File: src/rtl/mc_ctrl_pkg.sv
// rtl/mc_ctrl_pkg.sv - Shared states, encodings and condition evaluation for the multicycle control unit
package mc_ctrl_pkg;

    localparam int MC_ALUCTL_W = 3;
    localparam int MC_NFLAGS   = 4;

    typedef enum logic [3:0] {
        S_FETCH,
        S_DECODE,
        S_MEMADR,
        S_MEMREAD,
        S_MEMWRITE,
        S_MEMWB,
        S_EXECUTER,
        S_EXECUTEI,
        S_ALUWB,
        S_BRANCH
    } state_e;

    localparam logic [MC_ALUCTL_W-1:0] ALU_ADD = 3'b000;
    localparam logic [MC_ALUCTL_W-1:0] ALU_SUB = 3'b001;
    localparam logic [MC_ALUCTL_W-1:0] ALU_AND = 3'b010;
    localparam logic [MC_ALUCTL_W-1:0] ALU_ORR = 3'b011;
    localparam logic [MC_ALUCTL_W-1:0] ALU_EOR = 3'b100;

    localparam logic [3:0] CMD_AND = 4'b0000;
    localparam logic [3:0] CMD_EOR = 4'b0001;
    localparam logic [3:0] CMD_SUB = 4'b0010;
    localparam logic [3:0] CMD_ADD = 4'b0100;
    localparam logic [3:0] CMD_TST = 4'b1000;
    localparam logic [3:0] CMD_CMP = 4'b1010;
    localparam logic [3:0] CMD_ORR = 4'b1100;

    localparam logic [3:0] COND_EQ = 4'b0000;
    localparam logic [3:0] COND_NE = 4'b0001;
    localparam logic [3:0] COND_CS = 4'b0010;
    localparam logic [3:0] COND_CC = 4'b0011;
    localparam logic [3:0] COND_MI = 4'b0100;
    localparam logic [3:0] COND_PL = 4'b0101;
    localparam logic [3:0] COND_VS = 4'b0110;
    localparam logic [3:0] COND_VC = 4'b0111;
    localparam logic [3:0] COND_HI = 4'b1000;
    localparam logic [3:0] COND_LS = 4'b1001;
    localparam logic [3:0] COND_GE = 4'b1010;
    localparam logic [3:0] COND_LT = 4'b1011;
    localparam logic [3:0] COND_GT = 4'b1100;
    localparam logic [3:0] COND_LE = 4'b1101;
    localparam logic [3:0] COND_AL = 4'b1110;

    localparam logic [1:0] OP_DP  = 2'b00;
    localparam logic [1:0] OP_MEM = 2'b01;
    localparam logic [1:0] OP_BR  = 2'b10;
    localparam logic [1:0] OP_ILL = 2'b11;

    localparam logic [1:0] RES_ALUOUT    = 2'b00;
    localparam logic [1:0] RES_DATA      = 2'b01;
    localparam logic [1:0] RES_ALURESULT = 2'b10;

    localparam logic [1:0] SRCB_RD2    = 2'b00;
    localparam logic [1:0] SRCB_EXTIMM = 2'b01;
    localparam logic [1:0] SRCB_FOUR   = 2'b10;

    typedef struct packed {
        logic [MC_ALUCTL_W-1:0] alu_ctl;
        logic                   no_write;
        logic                   upd_cv;
        logic                   bad_cmd;
    } dp_dec_t;

    // Flags are ordered {N,Z,C,V}; 1111 is the never-execute code.
    function automatic logic condex(input logic [3:0] cond, input logic [MC_NFLAGS-1:0] flags);
        logic n, z, c, v, res;
        {n, z, c, v} = flags;
        case (cond)
            COND_EQ: res = z;
            COND_NE: res = ~z;
            COND_CS: res = c;
            COND_CC: res = ~c;
            COND_MI: res = n;
            COND_PL: res = ~n;
            COND_VS: res = v;
            COND_VC: res = ~v;
            COND_HI: res = c & ~z;
            COND_LS: res = ~c | z;
            COND_GE: res = (n == v);
            COND_LT: res = (n != v);
            COND_GT: res = ~z & (n == v);
            COND_LE: res = z | (n != v);
            COND_AL: res = 1'b1;
            default: res = 1'b0;
        endcase
        return res;
    endfunction

endpackage

File: src/rtl/mc_control_unit_if.sv
// rtl/mc_control_unit_if.sv - Instruction fields into the controller, datapath controls and flags out
interface mc_control_unit_if;
    import mc_ctrl_pkg::*;

    logic [3:0]             Cond;
    logic [1:0]             op;
    logic [5:0]             funct;
    logic [3:0]             Rd;
    logic [MC_NFLAGS-1:0]   ALUFlags;

    logic                   PCWrite;
    logic                   AdrSrc;
    logic                   MemWrite;
    logic                   IRWrite;
    logic [1:0]             ResultSrc;
    logic                   ALUSrcA;
    logic [1:0]             ALUSrcB;
    logic [MC_ALUCTL_W-1:0] ALUControl;
    logic [1:0]             ImmSrc;
    logic [1:0]             RegSrc;
    logic                   RegWrite;
    logic                   LinkSel;
    logic                   Illegal;
    logic [MC_NFLAGS-1:0]   Flags;

    modport master (
        input  Cond, op, funct, Rd, ALUFlags,
        output PCWrite, AdrSrc, MemWrite, IRWrite, ResultSrc, ALUSrcA, ALUSrcB,
               ALUControl, ImmSrc, RegSrc, RegWrite, LinkSel, Illegal, Flags
    );

    modport slave (
        output Cond, op, funct, Rd, ALUFlags,
        input  PCWrite, AdrSrc, MemWrite, IRWrite, ResultSrc, ALUSrcA, ALUSrcB,
               ALUControl, ImmSrc, RegSrc, RegWrite, LinkSel, Illegal, Flags
    );

endinterface

File: src/rtl/mc_cond_unit.sv
// rtl/mc_cond_unit.sv - NZCV flag register, per-instruction condition latch and write gating
module mc_cond_unit
    import mc_ctrl_pkg::*;
(
    input  logic                 clk,
    input  logic                 rst_n,
    input  logic [3:0]           cond,
    input  logic [MC_NFLAGS-1:0] alu_flags,
    input  logic                 cond_latch,
    input  logic                 nz_we,
    input  logic                 cv_we,
    input  logic [3:0]           wr_req,
    output logic [3:0]           wr_gated,
    output logic [MC_NFLAGS-1:0] flags
);

    logic [MC_NFLAGS-1:0] flags_q, flags_d;
    logic                 cond_q, cond_d;

    always_comb begin
        flags_d = flags_q;
        cond_d  = cond_q;
        if (cond_latch) begin
            cond_d = condex(cond, flags_q);
        end
        // Gated by the latched condition so an update here never changes the later write-back.
        if (nz_we && cond_q) begin
            flags_d[3:2] = alu_flags[3:2];
        end
        if (cv_we && cond_q) begin
            flags_d[1:0] = alu_flags[1:0];
        end
    end

    always_ff @(posedge clk or negedge rst_n) begin
        if (!rst_n) begin
            flags_q <= '0;
            cond_q  <= 1'b0;
        end else begin
            flags_q <= flags_d;
            cond_q  <= cond_d;
        end
    end

    assign wr_gated = wr_req & {4{cond_q}};
    assign flags    = flags_q;

endmodule

File: src/rtl/mc_control_unit.sv
// rtl/mc_control_unit.sv - Multicycle ARM control FSM and instruction decoder
// MC_CTRL_BL_EN: branch-with-link writes R14 in the BRANCH cycle.
module mc_control_unit
    import mc_ctrl_pkg::*;
#(
    parameter int ALUCTL_W = 3,
    parameter int NFLAGS   = 4
) (
    input  logic               CLK,
    input  logic               reset,
    mc_control_unit_if.master  bus
);

    if (NFLAGS != MC_NFLAGS || ALUCTL_W != MC_ALUCTL_W) begin : g_bad_width
        $error("mc_control_unit: NFLAGS must be 4 and ALUCTL_W must be 3");
    end

    state_e     state_q, state_d;
    dp_dec_t    dp_dec;
    logic       ir_write, pc_uncond, illegal_raw;
    logic       cond_latch, nz_we, cv_we;
    logic       pc_req, reg_req, mem_req, link_req;
    logic [3:0] wr_gated;

    always_comb begin
        dp_dec.alu_ctl  = ALU_ADD;
        dp_dec.no_write = 1'b0;
        dp_dec.upd_cv   = 1'b1;
        dp_dec.bad_cmd  = 1'b0;
        case (bus.funct[4:1])
            CMD_ADD: dp_dec.alu_ctl = ALU_ADD;
            CMD_SUB: dp_dec.alu_ctl = ALU_SUB;
            CMD_AND: begin dp_dec.alu_ctl = ALU_AND; dp_dec.upd_cv = 1'b0; end
            CMD_ORR: begin dp_dec.alu_ctl = ALU_ORR; dp_dec.upd_cv = 1'b0; end
            CMD_EOR: begin dp_dec.alu_ctl = ALU_EOR; dp_dec.upd_cv = 1'b0; end
            CMD_CMP: begin dp_dec.alu_ctl = ALU_SUB; dp_dec.no_write = 1'b1; end
            CMD_TST: begin
                dp_dec.alu_ctl  = ALU_AND;
                dp_dec.no_write = 1'b1;
                dp_dec.upd_cv   = 1'b0;
            end
            default: dp_dec.bad_cmd = 1'b1;
        endcase
    end

    always_comb begin
        state_d        = state_q;
        bus.AdrSrc     = 1'b0;
        bus.ResultSrc  = RES_ALUOUT;
        bus.ALUSrcA    = 1'b0;
        bus.ALUSrcB    = SRCB_RD2;
        bus.ALUControl = ALU_ADD;
        ir_write       = 1'b0;
        pc_uncond      = 1'b0;
        illegal_raw    = 1'b0;
        cond_latch     = 1'b0;
        nz_we          = 1'b0;
        cv_we          = 1'b0;
        pc_req         = 1'b0;
        reg_req        = 1'b0;
        mem_req        = 1'b0;
        link_req       = 1'b0;
        case (state_q)
            S_FETCH: begin
                ir_write      = 1'b1;
                pc_uncond     = 1'b1;
                bus.ALUSrcA   = 1'b1;
                bus.ALUSrcB   = SRCB_FOUR;
                bus.ResultSrc = RES_ALURESULT;
                state_d       = S_DECODE;
            end
            S_DECODE: begin
                bus.ALUSrcA   = 1'b1;
                bus.ALUSrcB   = SRCB_FOUR;
                bus.ResultSrc = RES_ALURESULT;
                cond_latch    = 1'b1;
                case (bus.op)
                    OP_MEM: state_d = S_MEMADR;
                    OP_DP: begin
                        state_d     = bus.funct[5] ? S_EXECUTEI : S_EXECUTER;
                        illegal_raw = dp_dec.bad_cmd;
                    end
                    OP_BR:  state_d = S_BRANCH;
                    OP_ILL: begin
                        illegal_raw = 1'b1;
                        state_d     = S_FETCH;
                    end
                endcase
            end
            S_MEMADR: begin
                bus.ALUSrcB    = SRCB_EXTIMM;
                bus.ALUControl = bus.funct[3] ? ALU_ADD : ALU_SUB;
                state_d        = bus.funct[0] ? S_MEMREAD : S_MEMWRITE;
            end
            S_MEMREAD: begin
                bus.AdrSrc = 1'b1;
                state_d    = S_MEMWB;
            end
            S_MEMWRITE: begin
                bus.AdrSrc = 1'b1;
                mem_req    = 1'b1;
                state_d    = S_FETCH;
            end
            S_MEMWB, S_ALUWB: begin
                bus.ResultSrc = (state_q == S_MEMWB) ? RES_DATA : RES_ALUOUT;
                // A write to R15 is a jump: it goes to the PC instead of the register file.
                pc_req        = (bus.Rd == 4'd15);
                reg_req       = (bus.Rd != 4'd15);
                state_d       = S_FETCH;
            end
            S_EXECUTER, S_EXECUTEI: begin
                bus.ALUSrcB    = (state_q == S_EXECUTEI) ? SRCB_EXTIMM : SRCB_RD2;
                bus.ALUControl = dp_dec.alu_ctl;
                nz_we          = bus.funct[0] | dp_dec.no_write;
                cv_we          = (bus.funct[0] | dp_dec.no_write) & dp_dec.upd_cv;
                state_d        = dp_dec.no_write ? S_FETCH : S_ALUWB;
            end
            S_BRANCH: begin
                bus.ALUSrcB    = SRCB_EXTIMM;
                bus.ALUControl = ALU_ADD;
                bus.ResultSrc  = RES_ALURESULT;
                pc_req         = 1'b1;
`ifdef MC_CTRL_BL_EN
                link_req       = bus.funct[4];
`endif
                state_d        = S_FETCH;
            end
            default: state_d = S_FETCH;
        endcase
    end

    always_ff @(posedge CLK or negedge reset) begin
        if (!reset) begin
            state_q <= S_FETCH;
        end else begin
            state_q <= state_d;
        end
    end

    mc_cond_unit u_cond (
        .clk        (CLK),
        .rst_n      (reset),
        .cond       (bus.Cond),
        .alu_flags  (bus.ALUFlags),
        .cond_latch (cond_latch),
        .nz_we      (nz_we),
        .cv_we      (cv_we),
        .wr_req     ({link_req, mem_req, reg_req, pc_req}),
        .wr_gated   (wr_gated),
        .flags      (bus.Flags)
    );

    assign bus.PCWrite  = reset & (pc_uncond | wr_gated[0]);
    assign bus.RegWrite = reset & (wr_gated[1] | wr_gated[3]);
    assign bus.MemWrite = reset & wr_gated[2];
    assign bus.IRWrite  = reset & ir_write;
    assign bus.Illegal  = reset & illegal_raw;
    assign bus.ImmSrc   = bus.op;
    assign bus.RegSrc   = {bus.op == OP_MEM, bus.op == OP_BR};
`ifdef MC_CTRL_BL_EN
    assign bus.LinkSel  = reset & wr_gated[3];
`else
    assign bus.LinkSel  = 1'b0;
`endif

endmodule

File: src/flat_wrapper.sv
// flat-port wrapper written by rule: the top's interface ports become plain ports
module mc_control_unit_flat import mc_ctrl_pkg::*;
#(
    parameter int ALUCTL_W = 3,
    parameter int NFLAGS   = 4
)
  (CLK, reset, bus_Cond, bus_op, bus_funct, bus_Rd, bus_ALUFlags, bus_PCWrite, bus_AdrSrc, bus_MemWrite, bus_IRWrite, bus_ResultSrc, bus_ALUSrcA, bus_ALUSrcB, bus_ALUControl, bus_ImmSrc, bus_RegSrc, bus_RegWrite, bus_LinkSel, bus_Illegal, bus_Flags);
  mc_control_unit_if bus_i ();
  input  logic CLK;
  input  logic reset;
  input wire logic [$bits(bus_i.Cond)-1:0] bus_Cond;
  input wire logic [$bits(bus_i.op)-1:0] bus_op;
  input wire logic [$bits(bus_i.funct)-1:0] bus_funct;
  input wire logic [$bits(bus_i.Rd)-1:0] bus_Rd;
  input wire logic [$bits(bus_i.ALUFlags)-1:0] bus_ALUFlags;
  output wire logic [$bits(bus_i.PCWrite)-1:0] bus_PCWrite;
  output wire logic [$bits(bus_i.AdrSrc)-1:0] bus_AdrSrc;
  output wire logic [$bits(bus_i.MemWrite)-1:0] bus_MemWrite;
  output wire logic [$bits(bus_i.IRWrite)-1:0] bus_IRWrite;
  output wire logic [$bits(bus_i.ResultSrc)-1:0] bus_ResultSrc;
  output wire logic [$bits(bus_i.ALUSrcA)-1:0] bus_ALUSrcA;
  output wire logic [$bits(bus_i.ALUSrcB)-1:0] bus_ALUSrcB;
  output wire logic [$bits(bus_i.ALUControl)-1:0] bus_ALUControl;
  output wire logic [$bits(bus_i.ImmSrc)-1:0] bus_ImmSrc;
  output wire logic [$bits(bus_i.RegSrc)-1:0] bus_RegSrc;
  output wire logic [$bits(bus_i.RegWrite)-1:0] bus_RegWrite;
  output wire logic [$bits(bus_i.LinkSel)-1:0] bus_LinkSel;
  output wire logic [$bits(bus_i.Illegal)-1:0] bus_Illegal;
  output wire logic [$bits(bus_i.Flags)-1:0] bus_Flags;
  assign bus_i.Cond = bus_Cond;
  assign bus_i.op = bus_op;
  assign bus_i.funct = bus_funct;
  assign bus_i.Rd = bus_Rd;
  assign bus_i.ALUFlags = bus_ALUFlags;
  assign bus_PCWrite = bus_i.PCWrite;
  assign bus_AdrSrc = bus_i.AdrSrc;
  assign bus_MemWrite = bus_i.MemWrite;
  assign bus_IRWrite = bus_i.IRWrite;
  assign bus_ResultSrc = bus_i.ResultSrc;
  assign bus_ALUSrcA = bus_i.ALUSrcA;
  assign bus_ALUSrcB = bus_i.ALUSrcB;
  assign bus_ALUControl = bus_i.ALUControl;
  assign bus_ImmSrc = bus_i.ImmSrc;
  assign bus_RegSrc = bus_i.RegSrc;
  assign bus_RegWrite = bus_i.RegWrite;
  assign bus_LinkSel = bus_i.LinkSel;
  assign bus_Illegal = bus_i.Illegal;
  assign bus_Flags = bus_i.Flags;
  mc_control_unit #(.ALUCTL_W(ALUCTL_W), .NFLAGS(NFLAGS)) u_core (.CLK(CLK), .reset(reset), .bus(bus_i));
endmodule
File: config.mk
export PLATFORM = sky130hd
export DESIGN_NAME = mc_control_unit_flat
export DESIGN_NICKNAME = d
export VERILOG_FILES = /design/src/rtl/mc_ctrl_pkg.sv /design/src/rtl/mc_control_unit_if.sv /design/src/rtl/mc_cond_unit.sv /design/src/rtl/mc_control_unit.sv /design/src/flat_wrapper.sv
export SDC_FILE = /design/constraint.sdc
export NUM_CORES = 1
export LEC_CHECK = 0
export BUFFER_PORTS_ARGS = -buffer_cell sky130_fd_sc_hd__buf_2
export CAP_MARGIN = 20
export CORE_MARGIN = 2
export CORE_UTILIZATION = 46
export CTS_CLUSTER_DIAMETER = 80
export DETAILED_ROUTE_END_ITERATION = 16
export PLACE_DENSITY = 0.8
export SYNTH_ARGS = -nofsm -noshare
export SYNTH_HDL_FRONTEND = slang
export SYNTH_SLANG_ARGS = --single-unit
File: constraint.sdc
create_clock -name CLK -period 1.65 [get_ports CLK]
set_input_delay 0 -clock CLK [delete_from_list [all_inputs] [get_ports CLK]]
set_output_delay 0 -clock CLK [all_outputs]
set_load 0.005 [all_outputs]
==> results summary <==
The areal power density over the cells is 1289 mW/mm^2. The instance count along the most critical hold path came out at 3. The later pin in the worst-skew pair is clocked with a latency of 0.27 ns. The end point of the most critical hold path is u_core.u_cond.cond_q. The final count of hold timing violations is 0.

STA classifies the critical path endpoint as an output pin. The static power due to leakage is 0.6093 nW. The congestion estimate from routability-driven global placement came to 0.8327.

The largest net degree at the start of global routing came out at 14. The setup path with the least slack is of type flop to output pin. The number of setup violations in the final report came out at 0.

The floorplan die height came out at 49.05 um. The maximum level of the CTS H-tree is 1. The buffer levels on the longest clock path came out at 2. Setup repair after global routing left no endpoint under its margin. TritonCTS created 3 clock buffers.

The area growth from synthesis to layout is 35.93%. Row generation in the floorplan step produced 16 rows. The number of warnings issued by yosys is 0. The first-iteration detailed-routing DRC count came out at 18. The synthesized flop and latch total is 9. The tree is rooted in a clkbuf_4. The quantity of I/O buffers inserted on ports came out at 43.

The total power is 1.635 mW. Synthesis handed over a netlist of 121 instances. Walking the worst path, the cells encountered are nand2b_4, or3_4, nor4b_2, buf_2. Synthesis instantiated 38 different standard cells from the library.

Dividing the detail-routed wire length by the instance count gives 12.59 um. In this run the mean area of a mapped cell was 7.714 um^2. The buffering stage count on the worst path with inverters included came out at 1.

The depth of the most critical reg-to-reg path is 5. STA puts the critical path data arrival time at 1.55 ns. The biggest area contributor in the post-synthesis netlist is dfrtp_1.

For this run the aggregate overflow at the end of global routing stands at 0. The area share of the largest cell type after synthesis is 24.13%. The worst supply voltage drop on vdd came out at 783.9 uV. The net count after synthesis came out at 147.

In this run the critical register-to-register path is launched from u_core.state_q[2]. The required time of the critical path is 1.65 ns. The via-per-instance ratio is 5.459.

The clock-pin slew on the worst setup and hold paths is 0.06 ns. The cell area after synthesis came out at 933.4 um^2. The post-route clock period utilization came out at 93.89%.

The initial core utilization came out at 48.07%. The floorplan step defined a core boundary enclosing 0.001942 mm^2. Summing the sequential cell areas from Yosys gives 24.13% of the chip area. Across the whole layout, storage elements account for 226.5 um^2. The largest individual stage delay along the critical path comes from the cell dfrtp_1. The clock sink count came out at 9. The run finished with clean final reports. The footprint of the multi-input gates came out at 651.9 um^2. The largest delay contributor family on the critical path is simple AND/OR/NAND/NOR gates. The first global-routing pass estimated 4450 um of wire. In this run the worst hold path is classified as primary input to flop.

The total of max-cap violations came out at 0. The top-level port count came out at 45. The total routing usage reported by global routing came out at 23.60%. TritonCTS built the clock tree.

On the final layout, the worst clock skew is 0.007692 ns. The number of fill cells is 194. The number of global-route vias before repair came out at 1009. The layout cell share with drive strength beyond 1 came out at 39.64%. STA classifies the critical path startpoint as a flop.

By instance count, the leading cell after synthesis is nand2_1. For this run, the top clock speed supported by timing is 645.5 MHz. The overall routed net length came out at 2468 um. Once detail routing completed, the nets flagged for antenna violations numbered 0. In the synthesized netlist the async set-or-reset flop fraction comes to 100.0%. In this run the horizontal extent of the chip is 49.05 um. The final routed DRC violation total came out at 0. The iteration count of the initial detailed-routing pass is 4.

The final standard cell utilization of the core came out at 65.34%. Yosys mapped a number of flops with a built-in enable equal to 0. The delay of the slowest critical-path stage is 0.38 ns. The time the final worst path needs with I/O delays and setup is 1.549 ns.

The setup check on the worst reg-to-reg path leaves a slack of 0.11 ns. The reg-to-reg critical path endpoint is u_core.u_cond.cond_q. The antenna cell count is 0. The via count came out at 1070. The startpoint identified for the worst hold timing path is bus_Cond[1]. At the end of the flow, the number of nets in the layout was 196.

For the final routed database, the setup TNS stands at 0 ns. The final HPWL from detailed placement is 1800 um. After synthesis, the cell types taking the most area are dfrtp_1, mux2_2, ha_1, nor3_1, a21oi_1. Counting instances in the post-synthesis netlist gives the leading cell types as nand2_1, nor3_1, a21oi_1, dfrtp_1, o21ai_0. The top fanout value on the critical path came out at 4. In the synthesized netlist the dominant register cell turns out to be dfrtp_1. The die area is 0.002405 mm^2. The total count of max-transition violations in the final report came out at 0. The number of antenna violations at the first check in global routing came to 0.
-- where the power goes --
group | leakage, nW | switching, mW | internal, mW
clock network | 0.0177 | 0.0827 | 0.0897
logic | 0.479 | 0.519 | 0.509
registers | 0.113 | 0.115 | 0.320
total | 0.609 | 0.717 | 0.919
-- area by class of cell --
type,instances,share of cell area [%]
repair buffers,54,24.46
inverters,5,1.479
flip-flops and latches,9,17.85
multi-input cells,97,51.38
well taps,27,2.663
clock buffers,3,1.775
clock inverters,1,0.3945
-- per-stage QoR --
| stage | cell area, um^2 | worst slack [ns] | hold WS [ns] | instances |
|---|---|---|---|---|
| floorplan | 933.4 | 0.3394 | -0.2956 | 121 |
| global placement | 1161 | 0.3039 | -0.1251 | 186 |
| CTS | 1239 | 0.04402 | 0.06913 | 195 |
| detailed placement | 1161 | 0.2583 | -0.1217 | 186 |
| finish | 1269 | 0.1008 | 0.07468 | 196 |
| global route | 1269 | 0.005675 | 0.07323 | 196 |
-- flip-flops by register name, summed over array words and instances, names as in the netlist --
| name | flops |
|---|---|
| u_core.u_cond.cond_q | 1 |
| u_core.u_cond.flags | 4 |
| u_core.state_q | 4 |
-- worst max-delay path by stage --
stage,cells after the start,to,slack [ns],startpoint
3_3_place_gp,4,u_core.u_cond.flags[1],0.30,u_core.state_q[2]
2_1_floorplan,4,u_core.u_cond.flags[0],0.34,u_core.state_q[3]
5_1_grt,4,bus_Illegal,0.006,u_core.state_q[1]
3_5_place_dp,4,u_core.u_cond.flags[0],0.26,u_core.state_q[2]
6_report,4,bus_Illegal,0.10,u_core.state_q[1]
4_1_cts,4,bus_Illegal,0.04,u_core.state_q[1]
-- layout by cell type (no fill, tap or decap), types with 2 or more instances in the layout --
master and n:
a21oi_1 9, nor2b_1 2, buf_2 43, nand2b_1 3
dfrtp_1 8, clkbuf_4 3, nor4_1 3, dlygate4sd3_1 5
o21ai_0 9, inv_1 5, ha_1 4, mux2_2 5
nand2_1 12, nand3_1 4, a31oi_1 2, mux2i_1 2
nor3_1 9, a211oi_1 2, nor2_1 8, xnor2_1 2
buf_4 6
-- cell families (layout without fill, tap and decap cells) --
| logic type | after synthesis | in the layout | synth area share (%) |
|---|---|---|---|
| buf+inv | 15 | 63 | 8.311 |
| other cells | 1 | 1 | 0.4018 |
| simple gates | 54 | 54 | 32.31 |
| compound gates | 28 | 28 | 18.50 |
| flops | 9 | 9 | 24.13 |
| mux | 7 | 7 | 8.177 |
| fa+ha+maj | 4 | 4 | 5.362 |
| xor+xnor | 3 | 3 | 2.816 |
-- timing repair --
| item | in CTS | in global routing |
|---|---|---|
| resized for setup | 0 | 5 |
| endpoints found under the setup margin | 0 | 6 |
| buffers inserted | 0 | 1 |
| hold buffers | 5 | 0 |
| endpoints found under the hold margin | 13 | 0 |
-- worst reg2reg max path, delay by kind of cell (launching register included) --
kind                   cells  cell delay, ns
and+or+nand+nor            3            0.71
buffers and inverters      1            0.15
AOI/OAI and AO/OA          1            0.13
DFF                        1            0.42
-- routing by layer --
layer | part of all wire [%] | track usage [%] | up-vias
met5 | 0 | 0 | -
met4 | 1.3 | 6.190 | 0
met3 | 6.8 | 7.055 | 5
met2 | 50 | 41.10 | 43
met1 | 42 | 28.19 | 485
li1 | - | - | 537
No activity file was read; power rests on OpenSTA's default activity.
